**config.mk**
```make
export PLATFORM = sky130hd
export DESIGN_NAME = serial_deser_4
export DESIGN_NICKNAME = d
export VERILOG_FILES = /design/src/rtl/serial_deser_4.sv
export SDC_FILE = /design/constraint.sdc
export NUM_CORES = 1
export LEC_CHECK = 0
export CORE_MARGIN = 1.5
export CORE_UTILIZATION = 53
export CTS_BUF_LIST = sky130_fd_sc_hd__clkbuf_8
export DETAILED_ROUTE_END_ITERATION = 8
export PLACE_DENSITY = 0.86
export SLEW_MARGIN = 20
export SYNTH_ARGS = -nofsm -noshare
export SYNTH_HDL_FRONTEND = slang
export SYNTH_SLANG_ARGS = --single-unit
export TNS_END_PERCENT = 1
```
**constraint.sdc**
```tcl
create_clock -name clk -period 3.2 [get_ports clk]
set_input_delay 0.64 -clock clk [delete_from_list [all_inputs] [get_ports clk]]
set_output_delay 0.64 -clock clk [all_outputs]
set_load 0.005 [all_outputs]
```
**src/rtl/serial_deser_4.sv**
```systemverilog
// Serial-to-parallel deserializer: assembles LSB-first bits into 4-bit words
// and holds each completed word in a single-entry output register with sticky overrun.
module serial_deser_4 (
    input  logic       clk,
    input  logic       clear,
    input  logic       s_in,
    input  logic       s_valid,
    input  logic       word_ready,
    output logic [3:0] word_out,
    output logic       word_valid,
    output logic [1:0] bit_cnt,
    output logic [7:0] word_cnt,
    output logic       overrun
);

    typedef enum logic {
        ST_EMPTY = 1'b0,
        ST_FULL  = 1'b1
    } state_t;

    state_t      r_state;
    state_t      w_state_next;
    logic [3:0]  r_sh;
    logic [1:0]  r_bit_cnt;
    logic [3:0]  r_word_out;
    logic [7:0]  r_word_cnt;
    logic        r_overrun;

    logic        w_complete;
    logic [3:0]  w_word;
    logic        w_load;
    logic        w_drop;

    assign w_complete = s_valid && (r_bit_cnt == 2'd3);
    assign w_word     = {s_in, r_sh[3:1]};

    // Holding-register FSM: decide next state and whether a completed word loads or drops.
    always_comb begin
        w_state_next = r_state;
        w_load       = 1'b0;
        w_drop       = 1'b0;
        case (r_state)
            ST_EMPTY: begin
                if (w_complete) begin
                    w_state_next = ST_FULL;
                    w_load       = 1'b1;
                end else begin
                    w_state_next = ST_EMPTY;
                end
            end
            ST_FULL: begin
                if (w_complete) begin
                    w_state_next = ST_FULL;
                    if (word_ready) begin
                        w_load = 1'b1;
                    end else begin
                        w_drop = 1'b1;
                    end
                end else if (word_ready) begin
                    w_state_next = ST_EMPTY;
                end else begin
                    w_state_next = ST_FULL;
                end
            end
            default: begin
                w_state_next = ST_EMPTY;
            end
        endcase
    end

    // FSM state register.
    always_ff @(posedge clk or posedge clear) begin
        if (clear) begin
            r_state <= ST_EMPTY;
        end else begin
            r_state <= w_state_next;
        end
    end

    // Assembly shift register and bit counter; gaps in s_valid simply hold the partial word.
    always_ff @(posedge clk or posedge clear) begin
        if (clear) begin
            r_sh      <= 4'b0000;
            r_bit_cnt <= 2'd0;
        end else if (s_valid) begin
            r_sh      <= w_word;
            r_bit_cnt <= r_bit_cnt + 2'd1;
        end else begin
            r_sh      <= r_sh;
            r_bit_cnt <= r_bit_cnt;
        end
    end

    // Output word, delivered-word counter (free-running wrap) and sticky overrun.
    always_ff @(posedge clk or posedge clear) begin
        if (clear) begin
            r_word_out <= 4'b0000;
            r_word_cnt <= 8'd0;
            r_overrun  <= 1'b0;
        end else begin
            if (w_load) begin
                r_word_out <= w_word;
                r_word_cnt <= r_word_cnt + 8'd1;
            end else begin
                r_word_out <= r_word_out;
                r_word_cnt <= r_word_cnt;
            end
            r_overrun <= r_overrun | w_drop;
        end
    end

    assign word_out   = r_word_out;
    assign word_valid = (r_state == ST_FULL);
    assign bit_cnt    = r_bit_cnt;
    assign word_cnt   = r_word_cnt;
    assign overrun    = r_overrun;

endmodule

```
==> impl_metrics.csv <==
group,metric,value,unit
synth,mappedNetlistNets,64,
layout,syn_to_final_growth,30.08,%
synth,postSynthCellCount,57,
die,start_util,59.07,%
status,status,"complete, no violations",
detailed_routing,vias_per_cell,5.234,
global_routing,grt_overflow,0,
die,core_area,1366,sq um
synth,yosysUniqueCellTypes,16,
global_routing,grt_pass1_vias,520,
power_and_ir_drop,leakage,0.4878,nW
min_path,min_path_type,"register to register",
cts,cts_tree,"done",
timing,setup_ws,1.168,ns
layout,final_common_cell,"clkdlybuf4s50_1",
cts,cts.htree.levels,1,
timing,fin_skew,0.003657,ns
layout,final_cell_mix,"20 x clkdlybuf4s50_1, 19 x dfrtp_1, 9 x mux2_2, 8 x xor2_1, 4 x nor3_1",
synth,syn_area,807.0,sq um
cts,cts.clk_slew.worst_paths,0.07,ns
synth,ys_warn_count,0,
cts,clk_latency,0.25,ns
timing,min_period,2.032,ns
min_path,hold_path.startpoint,"word_cnt[7]",
die,die_h,42.02,um
timing,timing.setup.tns,0,ns
worst_setup_path,worstSetupPathType,"input port to register",
cts,cts.path.max_buffers,2,
cts,cts_root_buffer,"clkbuf_8",
cts,clock-sinks,19,
timing,period_share,63.51,%
placement,dp_hpwl,933.3,um
die,ios,21,
worst_setup_path,startpoint_type,"input port",
synth,ys_seq_area_share,58.91,%
synth,syn_area_per_cell,14.16,sq um
layout,n_antenna_cell,0,
detailed_routing,postRouteAntennaNets,0,
worst_setup_path,slowest_delay,0.69,ns
detailed_routing,wl,1.272,mm
detailed_routing,wl_per_cell,13.53,um
placement,portBuffers,20,
timing,rsz0062_at_grt,"no",
layout,finalNetCount,87,
synth,synth-seq-cells,19,
timing,hold_viol_final,0,
cts,cts_buffers,3,
timing,setup_viol,0,
cts,post-cts-setup-buffers,0,
timing,max_freq,0.4921,GHz
global_routing,grt_pass1_wl,2.304,mm
detailed_routing,drtPass1Iterations,2,
worst_setup_path,cp.required,3.34,ns
worst_setup_path,cp_max_fo,9,
placement,pre_cts_ws,0.9012,ns
die,rows,13,
worst_setup_path,worstSetupEndpointType,"register",
cts,ctsHoldBuffers,0,
layout,final_util,76.83,%
power_and_ir_drop,powerDensity,841.2,nW/um^2
detailed_routing,drc_errors,0,
timing,slew_viol_final,0,
run,cap_violations,0,
placement,place.gp.congestion,0.7041,
timing,slew_headroom,52.83,%
power_and_ir_drop,ir_drop,0.5441,mV
timing,tightest_slew,0.7062,ns
worst_setup_path,path_cells,"clkdlybuf4s50_1 > nand2_1 > nor2_4 > mux2_2",
global_routing,track_usage,17.34,%
die,die_area,1766,sq um
layout,layout-drive-gt1-share,21.52,%
cts,post_cts_resize_count,0,
detailed_routing,vias,492,
die,die_x,42.02,um
worst_setup_path,r2r_start,"bit_cnt[0]",
worst_setup_path,critPathLaunch,"s_valid",
worst_setup_path,crit_slowest_cell,"clkdlybuf4s50_1",
worst_setup_path,critPathArrivalTime,2.17,ns
detailed_routing,drt_iter0_markers,7,
global_routing,antenna_found_initial,0,
global_routing,grt_start_max_net_pins,20,
## cells in the mapped netlist
library cell,count,area (sq um)
dfrtp_1,19,475.5
nor3_1,4,20.02
nand3_1,3,15.01
xor2_1,8,70.07
buf_6,2,22.52
inv_1,1,3.750
a21o_1,1,7.510
nor2b_1,1,6.260
a31o_2,1,8.760
nand4_2,1,12.51
nor4_2,1,12.51
mux2_2,9,101.4
nor3b_1,1,7.510
nor2_4,1,11.26
nand2_1,2,7.510
ha_1,2,25.02
## final cells by class
class,count,area (sq um)
Timing Repair Buffer,20,200.2
Clock inverter,1,5.005
Inverter,1,3.754
Clock buffer,3,41.29
Tap cell,15,18.77
Fill cell,89,316.6
Multi-Input combinational cell,35,305.3
Sequential cell,19,475.5
## metrics by stage
stage / power (mW) / hold slack (ns) / area, sq um / std cells
floorplan: 0.5454 / 0.4647 / 807.0 / 57
global placement: 0.7207 / 0.4522 / 1003 / 90
detailed placement: 0.7337 / 0.4600 / 1003 / 90
CTS: 0.8976 / 0.4711 / 1050 / 94
global route: 0.9440 / 0.4788 / 1050 / 94
finish: 0.8830 / 0.4657 / 1050 / 94
## kinds of logic after synthesis
family                     after synthesis  synth area share [%]
AOI/OAI and AO/OA                        2                 2.016
xor gates and xnor gates                 8                 8.683
adders and majority gates                2                 3.100
buffers and inverters                    3                 3.255
DFF                                     19                 58.92
muxes                                    9                 12.56
and+or+nand+nor                         14                 11.47
## power by group
part,leakage [nW],switching [mW],total [mW],internal (mW)
Combinational,0.226,0.111,0.331,0.220
Sequential,0.236,0.0688,0.394,0.326
Clock,0.0255,0.0711,0.157,0.0862
## final timing paths
path / to / slack (ns) / cells after the start
hold reg to reg: word_cnt[7] / 0.47 / 1
setup / recovery: word_out[3] / 1.17 / 4
setup reg to reg: word_out[3] / 1.69 / 4
max in group asynchronous: word_cnt[2] / 1.95 / 2
hold / removal: word_cnt[7] / 0.47 / 1
min in group asynchronous: r_sh[2] / 0.80 / 2
## sequential cells by signal, summed over array words and instances (netlist names)
| signal | cells |
|---|---|
| bit_cnt | 2 |
| overrun | 1 |
| r_sh | 3 |
| word_cnt | 8 |
| word_out | 4 |
| word_valid | 1 |
## critical path, delay by kind of cell
family / cells / cell delay [ns]
multiplexers: 1 / 0.36
buffers and inverters: 1 / 0.69
AND/OR/NAND/NOR: 2 / 0.48
## per-layer routing
layer  share of wire, %  up-vias  global-route usage, %
li1                   -      242                      -
met1                 46      236                  22.32
met2                 49       12                  27.81
met3                4.0        2                  3.017
met4               0.94        0                  9.375
met5                  0        -                      0
(Power assumes the default switching activity.)
